==> config.mk <==
export PLATFORM = sky130hd
export DESIGN_NAME = bus_bridge_frame_decoder
export DESIGN_NICKNAME = d
export VERILOG_FILES = /design/src/rtl/bus_bridge_pkg.sv /design/src/rtl/bus_bridge_frame_tx.sv /design/src/rtl/bus_bridge_frame_decoder.sv
export SDC_FILE = /design/constraint.sdc
export NUM_CORES = 1
export LEC_CHECK = 0
export BUFFER_PORTS_ARGS = -buffer_cell sky130_fd_sc_hd__buf_4
export CORE_UTILIZATION = 53
export CTS_CLUSTER_DIAMETER = 30
export CTS_CLUSTER_SIZE = 12
export DETAILED_ROUTE_END_ITERATION = 16
export PLACE_DENSITY = 0.82
export REMOVE_ABC_BUFFERS = 1
export SYNTH_ARGS = -nofsm -noshare
export SYNTH_HDL_FRONTEND = slang
export SYNTH_SLANG_ARGS = --single-unit
==> constraint.sdc <==
create_clock -name clk -period 2.1 [get_ports clk]
set_clock_uncertainty 0.15 [all_clocks]
set_input_delay 0.105 -clock clk [delete_from_list [all_inputs] [get_ports clk]]
set_output_delay 0.105 -clock clk [all_outputs]
set_load 0.01 [all_outputs]
==> src/rtl/bus_bridge_pkg.sv <==
// Shared frame constants and request/response payload types for the bus bridge.
package bus_bridge_pkg;

    localparam logic [7:0] BB_CMD_WRITE = 8'h57;
    localparam logic [7:0] BB_CMD_READ  = 8'h52;
    localparam logic [7:0] BB_RSP_WACK  = 8'h41;
    localparam logic [7:0] BB_RSP_RDATA = 8'h44;
    localparam logic [7:0] BB_RSP_NAK   = 8'h4E;

    typedef struct packed {
        logic [15:0] addr;
        logic [7:0]  write_data;
        logic        is_write;
    } bus_bridge_req_t;

    typedef struct packed {
        logic       is_write;
        logic [7:0] read_data;
    } bus_bridge_resp_t;

endpackage

==> src/rtl/bus_bridge_frame_tx.sv <==
// Response serialiser: holds up to two bytes and presents them in order on a
// valid/ready byte handshake, pulsing done as the last byte is taken.
module bus_bridge_frame_tx (
    input  logic       clk,
    input  logic       rst_n,
    input  logic       load,
    input  logic [7:0] load_byte0,
    input  logic [7:0] load_byte1,
    input  logic [1:0] load_count,
    input  logic       tx_ready,
    output logic [7:0] tx_byte,
    output logic       tx_valid,
    output logic       done
);

    logic [7:0] byte_q, byte_d;
    logic [7:0] next_q, next_d;
    logic [1:0] count_q, count_d;

    always_comb begin
        byte_d  = byte_q;
        next_d  = next_q;
        count_d = count_q;
        done    = 1'b0;
        if (load) begin
            byte_d  = load_byte0;
            next_d  = load_byte1;
            count_d = load_count;
        end else if ((count_q != 2'd0) && tx_ready) begin
            count_d = count_q - 2'd1;
            if (count_q == 2'd2) begin
                byte_d = next_q;
            end else begin
                done = 1'b1;
            end
        end
    end

    // NOTE: sequential state uses non-blocking assignments so every flop samples pre-edge values.
    always_ff @(posedge clk or negedge rst_n) begin
        if (!rst_n) begin
            byte_q  <= '0;
            next_q  <= '0;
            count_q <= '0;
        end else begin
            byte_q  <= byte_d;
            next_q  <= next_d;
            count_q <= count_d;
        end
    end

    assign tx_byte  = byte_q;
    assign tx_valid = (count_q != 2'd0);

endmodule

==> src/rtl/bus_bridge_frame_decoder.sv <==
// UART byte-stream front end: assembles request frames, issues one request at a
// time and serialises the response. Optional trailing XOR checksum: BUS_BRIDGE_FRAME_CHECKSUM_EN.
module bus_bridge_frame_decoder
    import bus_bridge_pkg::*;
#(
    parameter int TIMEOUT_CYCLES = 1000
) (
    input  logic             clk,
    input  logic             rst_n,
    input  logic [7:0]       rx_byte,
    input  logic             rx_valid,
    output logic [7:0]       tx_byte,
    output logic             tx_valid,
    input  logic             tx_ready,
    output logic             req_valid,
    input  logic             req_ready,
    output bus_bridge_req_t  req_payload,
    input  logic             resp_valid,
    output logic             resp_ready,
    input  bus_bridge_resp_t resp_payload,
    output logic             frame_err,
    output logic             busy
);

    localparam int TW = (TIMEOUT_CYCLES > 1) ? $clog2(TIMEOUT_CYCLES) : 1;
    localparam logic [TW-1:0] TIMEOUT_LAST = TW'(TIMEOUT_CYCLES - 1);

    localparam logic [2:0] D_CMD       = 3'd0;
    localparam logic [2:0] D_ADDR_H    = 3'd1;
    localparam logic [2:0] D_ADDR_L    = 3'd2;
    localparam logic [2:0] D_DATA      = 3'd3;
    localparam logic [2:0] D_ISSUE     = 3'd5;
    localparam logic [2:0] D_WAIT_RESP = 3'd6;
    localparam logic [2:0] D_TX        = 3'd7;
`ifdef BUS_BRIDGE_FRAME_CHECKSUM_EN
    localparam logic [2:0] D_CSUM      = 3'd4;
    localparam logic [2:0] D_FRAME_END = D_CSUM;
`else
    localparam logic [2:0] D_FRAME_END = D_ISSUE;
`endif

    logic [2:0]      state_q, state_d;
    bus_bridge_req_t req_q, req_d;
    logic [TW-1:0]   timer_q, timer_d;
    logic            frame_err_q, frame_err_d;
    logic            in_frame;

    logic       tx_load;
    logic [7:0] tx_b0;
    logic [7:0] tx_b1;
    logic [1:0] tx_count;
    logic       tx_done;

`ifdef BUS_BRIDGE_FRAME_CHECKSUM_EN
    logic [7:0] csum_q, csum_d;

    // Running XOR restarts on the command byte and folds in each frame byte.
    always_comb begin
        csum_d = csum_q;
        if (rx_valid) begin
            if (state_q == D_CMD) begin
                csum_d = rx_byte;
            end else if (state_q inside {D_ADDR_H, D_ADDR_L, D_DATA}) begin
                csum_d = csum_q ^ rx_byte;
            end
        end
    end

    always_ff @(posedge clk or negedge rst_n) begin
        if (!rst_n) begin
            csum_q <= '0;
        end else begin
            csum_q <= csum_d;
        end
    end
`endif

`ifdef BUS_BRIDGE_FRAME_CHECKSUM_EN
    assign in_frame = state_q inside {D_ADDR_H, D_ADDR_L, D_DATA, D_CSUM};
`else
    assign in_frame = state_q inside {D_ADDR_H, D_ADDR_L, D_DATA};
`endif

    always_comb begin
        // NOTE: every output of this block gets a default first, so no path can infer a latch.
        state_d     = state_q;
        req_d       = req_q;
        timer_d     = '0;
        frame_err_d = 1'b0;
        tx_load     = 1'b0;
        tx_b0       = BB_RSP_WACK;
        tx_b1       = resp_payload.read_data;
        tx_count    = 2'd1;

        // Inter-byte timeout; a byte on the expiry cycle wins because rx_valid gates it.
        if (in_frame && !rx_valid) begin
            if (timer_q == TIMEOUT_LAST) begin
                frame_err_d = 1'b1;
                state_d     = D_CMD;
            end else begin
                timer_d = timer_q + 1'b1;
            end
        end

        case (state_q)
            D_CMD: begin
                if (rx_valid) begin
                    if ((rx_byte == BB_CMD_WRITE) || (rx_byte == BB_CMD_READ)) begin
                        req_d.is_write   = (rx_byte == BB_CMD_WRITE);
                        req_d.write_data = 8'h00;
                        state_d          = D_ADDR_H;
                    end else begin
                        frame_err_d = 1'b1;
                    end
                end
            end
            D_ADDR_H: begin
                if (rx_valid) begin
                    req_d.addr[15:8] = rx_byte;
                    state_d          = D_ADDR_L;
                end
            end
            D_ADDR_L: begin
                if (rx_valid) begin
                    req_d.addr[7:0] = rx_byte;
                    state_d         = req_q.is_write ? D_DATA : D_FRAME_END;
                end
            end
            D_DATA: begin
                if (rx_valid) begin
                    req_d.write_data = rx_byte;
                    state_d          = D_FRAME_END;
                end
            end
`ifdef BUS_BRIDGE_FRAME_CHECKSUM_EN
            D_CSUM: begin
                if (rx_valid) begin
                    if (rx_byte == csum_q) begin
                        state_d = D_ISSUE;
                    end else begin
                        frame_err_d = 1'b1;
                        tx_load     = 1'b1;
                        tx_b0       = BB_RSP_NAK;
                        state_d     = D_TX;
                    end
                end
            end
`endif
            D_ISSUE: begin
                frame_err_d = rx_valid;
                if (req_ready) begin
                    state_d = D_WAIT_RESP;
                end
            end
            D_WAIT_RESP: begin
                frame_err_d = rx_valid;
                if (resp_valid) begin
                    tx_load  = 1'b1;
                    tx_b0    = resp_payload.is_write ? BB_RSP_WACK : BB_RSP_RDATA;
                    tx_count = resp_payload.is_write ? 2'd1 : 2'd2;
                    state_d  = D_TX;
                end
            end
            D_TX: begin
                frame_err_d = rx_valid;
                if (tx_done) begin
                    state_d = D_CMD;
                end
            end
            default: state_d = D_CMD;
        endcase
    end

    always_ff @(posedge clk or negedge rst_n) begin
        if (!rst_n) begin
            state_q     <= D_CMD;
            req_q       <= '0;
            timer_q     <= '0;
            frame_err_q <= 1'b0;
        end else begin
            state_q     <= state_d;
            req_q       <= req_d;
            timer_q     <= timer_d;
            frame_err_q <= frame_err_d;
        end
    end

    bus_bridge_frame_tx u_tx (
        .clk        (clk),
        .rst_n      (rst_n),
        .load       (tx_load),
        .load_byte0 (tx_b0),
        .load_byte1 (tx_b1),
        .load_count (tx_count),
        .tx_ready   (tx_ready),
        .tx_byte    (tx_byte),
        .tx_valid   (tx_valid),
        .done       (tx_done)
    );

    assign req_valid   = (state_q == D_ISSUE);
    assign req_payload = req_q;
    assign resp_ready  = (state_q == D_WAIT_RESP);
    assign frame_err   = frame_err_q;
    assign busy        = (state_q != D_CMD);

endmodule

==> results of run 1 <==
[repair_timing]
action | in CTS | in global routing
endpoints found under the hold margin | 96 | 0
hold buffers | 21 | 0
setup endpoints to repair | 0 | 0
[cells in the final DEF, fill, tap and decap left out, drive strengths merged, types with 3 or more instances in the layout]
master / n
a21oi: 9
a22o: 8
and2: 4
buf: 70
clkbuf: 12
clkinv: 3
dfrtp: 57
dlygate4sd3: 21
ha: 3
inv: 4
mux2: 17
nand2: 40
nand3: 4
nor2: 17
nor2b: 5
nor3: 5
o21ai: 10
xnor2: 6
xor2: 4
[where the power goes]
part / switching (mW) / leakage [nW] / internal, mW
Combinational: 0.644 / 0.842 / 0.787
Sequential: 0.195 / 0.750 / 1.43
Clock: 0.411 / 0.0980 / 0.511
Total: 1.25 / 1.69 / 2.72
[per-layer routing]
layer / share of wire (%) / vias up
met2: 51 / 57
li1: - / 993
met5: 0 / -
met1: 43 / 1021
met4: 2.4 / 0
met3: 4.2 / 12
[registers in the layout, summed over array words and instances, names as in the netlist]
register	cells
frame_err	1
u_tx.next_q	8
u_tx.tx_byte	8
timer_q	10
u_tx.count_q	2
req_payload	25
state_q	3
[logic make-up (layout without fill, tap and decap cells)]
group,after synthesis,count (layout),share of synthesized area (%)
adder cells (fa/ha/maj),3,3,1.48
AND/OR/NAND/NOR,94,94,18.3
AO/OA/AOI/OAI,38,38,10.0
flip-flops,57,57,56.4
XOR/XNOR,10,10,3.46
buffers and inverters,13,110,2.72
multiplexers,17,17,7.57
[final timing paths]
kind / from / end / cells after the start / slack [ns]
worst max register to register: state_q[1] / req_payload[0] / 4 / 0.19
worst min register to register: u_tx.next_q[4] / u_tx.next_q[4] / 2 / 0.31
min in group clk: tx_ready / state_q[2] / 3 / 0.21
max in group asynchronous: rst_n / u_tx.tx_byte[4] / 2 / 1.11
worst max-delay path: rx_byte[5] / req_payload[6] / 6 / 0.17
worst min-delay path: rst_n / timer_q[9] / 2 / 0.21
[worst max-delay path: stages]
cell	delay, ns
dlygate4sd3_1	0.55
buf_4	0.15
nand4bb_1	0.30
o41ai_1	0.37
nand2_1	0.25
a22o_1	0.25
[per-stage QoR]
step | setup slack, ns | cells | hold WS [ns]
finish | 0.173 | 381 | 0.212
global placement | 0.246 | 345 | 0.0527
global route | 0.109 | 381 | 0.248
CTS | 0.194 | 381 | 0.198
floorplan | 0.0434 | 223 | -0.341
detailed placement | 0.211 | 345 | 0.0511
[cell type report]
class                      count  area share (%)
sequential                    57            41.3
timing repair buffer          91            21.3
multi-input combinational    162            29.9
tap                           52            1.88
inverter                       4           0.434
clock inverter                 3           0.434
clock buffer                  12            4.78
==> results.yml, run 1 <==
pwr:
  p_total_mw: 3.98
  p_leak_nw: 1.69
  p_per_area_nw_per_um2: 1150
  peakVddDrop_v: 0.000778
global_route:
  grt_max_degree: 58
  grt.busiest_layer: "met2"
  gr-usage-met1_pct: 33.0
  grt_pass1_vias: 2113
  grt_pass1_wl_um: 9890
  gr-usage-all-layers_pct: 26.0
  antenna_found_initial: 0
  grt_use_met3_pct: 5.13
  use_met2_pct: 42.2
  grt_overflow: 0
finish:
  layout-drive-gt1-share_pct: 31.3
  n_antenna_cell: 0
  nets: 351
  multi_input_area_um2: 1030
  nFillCells: 287
  fin_area_um2: 3460
  regArea_um2: 1430
  area_growth_pct: 36.7
  fin_util_pct: 77.2
logic_synthesis:
  async_reset_ff_share_pct: 100
  synth_edf_count: 0
  synthTopCellsByArea: "dfrtp_1 56%, mux2_2 7.6%, nand2_1 5.9%"
  yosys-top-cells-count: "57 x dfrtp_1, 40 x nand2_1, 17 x mux2_2, 17 x nor2_1, 10 x o21ai_0"
  netlist_area_um2: 2530
  yosysMostFrequentCell: "dfrtp_1"
  ys_seq_elements: 57
  yosys.area.top_type: "dfrtp_1"
  yosysUniqueCellTypes: 43
  yosysTopAreaCellShare_pct: 56.4
  synthCells: 232
  syn_avg_cell_area_um2: 10.9
  ys_seq_area_share_pct: 56.4
  synth_flop_cell: "dfrtp_1"
  ys_warn_count: 0
clocking:
  cts_buffer_depth: 2
  cts_resized: 0
  clk_pin_slew_ns: 0.06
  cts_root_buf: "clkbuf_8"
  cts_tree: "built"
  htreeDepth: 3
  cts-buffers-inserted: 9
  clk-insertion-delay-late_ns: 0.33
  post-cts-setup-buffer-count: 0
  cts.sinks: 57
sta:
  grt_setup_unrepaired: "no"
  slew_violations: 0
  maxSlewHeadroom_pct: 53.2
  setup_viol: 0
  worst_pin_slew_ns: 0.702
  fin_tns_setup_ns: 0
  finalCritPeriodShare_pct: 91.8
  finalHoldViolCount: 0
  fmax_mhz: 519
  min_period_ns: 1.93
placement:
  place.gp.congestion: 0.844
  dpl.hpwl_um: 3750
  placed_cell_area_um2: 3070
  port_buffers: 60
drt:
  drcViolationCount: 0
  viasPerCell: 5.47
  drtPass1Iterations: 6
  ant_nets: 0
  routed_wl_um: 5790
  detail_route.wl_per_cell_um: 15.2
  first_iter_violations: 143
  vias: 2083
worst_setup_path:
  worstSetupEndpointType: "flop"
  critPathArrivalTime_ns: 2.00
  critPathLaunchType: "input pin"
  path_class: "input pin to flop"
  crit_fanout: 8
  crit_required_ns: 2.17
die:
  num_rows: 24
  dieHeight_um: 71.1
  io_pins: 61
  start_util_pct: 56.5
  die_x_um: 71.1
  core-area_um2: 4470
  die_area_um2: 5050
min_path:
  holdCritPathClass: "input pin to async pin"
run:
  drv_cap: 0
outcome:
  status: "completed"
(Power assumes the default switching activity.)
==> run 2, diff against run 1 <==
CORE_UTILIZATION = 55   (was 53)
HOLD_SLACK_MARGIN = 0.05   (was default)
PLACE_DENSITY = 0.85   (was 0.82)
clock period = 2.35 ns   (was 2.1 ns; I/O delays follow)
==> results.yml, run 2 (synthesis gave the netlist of run 1 again) <==
drt:
  viasPerCell: 5.58
  detail_route.wl_per_cell_um: 16.0
  drcViolationCount: 0
  drtPass1Iterations: 4
  vias: 2088
  ant_nets: 0
  first_iter_violations: 176
  routed_wl_um: 5980
global_route:
  grt_overflow: 0
  antenna_found_initial: 0
  gr-usage-all-layers_pct: 26.0
  grt_pass1_wl_um: 9670
  grt_max_degree: 58
  grt_pass1_vias: 2060
sta:
  fin_hold_ws_ns: 0.177
  finalHoldViolCount: 0
  maxSlewHeadroom_pct: 52.2
  setup_viol: 0
  finalCritPeriodShare_pct: 86.3
  min_period_ns: 2.03
  worst_pin_slew_ns: 0.717
  fin_tns_setup_ns: 0
  fmax_mhz: 493
  grt_setup_unrepaired: "no"
  layout_setup_ws_ns: 0.321
  slew_violations: 0
finish:
  layout-drive-gt1-share_pct: 29.5
  largest_reg_flops: 25
  fin_util_pct: 77.2
  area_growth_pct: 33.8
  final_cell_mix: "63 x buf_4, 57 x dfrtp_1, 40 x nand2_1"
  n_antenna_cell: 0
  mostFrequentLayoutCell: "buf_4"
  nets: 344
die:
  dieHeight_um: 69.8
  die_x_um: 69.8
  start_util_pct: 57.7
  num_rows: 24
  die_area_um2: 4870
  io_pins: 61
  core-area_um2: 4380
pwr:
  p_leak_nw: 1.64
  peakVddDrop_v: 0.000813
  p_per_area_nw_per_um2: 1030
  p_total_mw: 3.47
clocking:
  cts_buffer_depth: 2
  post-cts-setup-buffer-count: 0
  cts.sinks: 57
  htreeDepth: 3
  cts_root_buf: "clkbuf_8"
  clk_pin_slew_ns: 0.06
  cts-buffers-inserted: 9
  clk-insertion-delay-late_ns: 0.33
  cts_tree: "built"
  cts_resized: 0
worst_setup_path:
  crit_fanout: 17
  path_class: "flop to flop"
  critPathLaunchType: "flop"
  critPathArrivalTime_ns: 2.10
  worstSetupEndpointType: "flop"
  crit_required_ns: 2.42
placement:
  dpl.hpwl_um: 3810
  place.gp.congestion: 0.882
  port_buffers: 60
  pre_cts_slack_ns: 0.368
run:
  drv_cap: 0
outcome:
  status: "completed"
min_path:
  holdCritPathClass: "input pin to flop"
run 2: changes by cell type in the layout (fill, tap and decap cells not counted):
| cell | before | now |
|---|---|---|
| clkbuf_8 | 12 | 10 |
| buf_4 | 70 | 63 |
| clkbuf_1 | 0 | 1 |
| clkinv_2 | 3 | 4 |
run 2: layer usage:
metal,vias to the layer above,part of all wire (%),track usage [%]
li1,982,-,-
met1,1037,44,33.2
met2,55,50,41.5
met3,14,3.5,5.09
met4,0,2.5,14.7
met5,-,0,0
run 2: final timing paths:
kind / start / endpoint / slack, ns / cells after the start
worst min-delay path: tx_ready / u_tx.count_q[0] / 0.18 / 4
worst max-delay path: state_q[2] / req_payload[0] / 0.32 / 4
worst max register to register: state_q[2] / req_payload[0] / 0.32 / 4
min in group asynchronous: rst_n / timer_q[6] / 0.21 / 2
max in group asynchronous: rst_n / req_payload[14] / 1.34 / 2
worst min register to register: u_tx.next_q[1] / u_tx.next_q[1] / 0.31 / 2
run 2: final cells by class:
cell class	count	area (µm²)
well taps	52	65.1
multi-input cells	162	1030
clock inverters	4	20.0
inverters	4	15.0
flip-flops and latches	57	1430
repair buffers	84	683
clock buffers	11	141
fillers	282	1000
run 2: report_power, final:
part	internal, mW	total (mW)	switching, mW
Clock	0.397	0.768	0.370
Combinational	0.671	1.22	0.549
Sequential	1.27	1.48	0.211
Total	2.34	3.47	1.13
run 2: worst max-delay path, stage by stage, from the launching register on:
cell	delay, ns
dfrtp_1	0.56
or4b_4	0.57
or4_1	0.42
a21oi_1	0.16
nor2_1	0.06
run 2: what timing repair did:
| action | CTS | global route |
|---|---|---|
| hold buffers | 21 | 0 |
| setup endpoints to repair | 0 | 0 |
| endpoints found under the hold margin | 98 | 0 |
run 2: per-stage QoR:
stage	cells	cell area (µm²)
2_1_floorplan	223	2470
3_3_place_gp	338	3010
3_5_place_dp	338	3010
4_1_cts	374	3380
5_1_grt	374	3380
6_report	374	3380
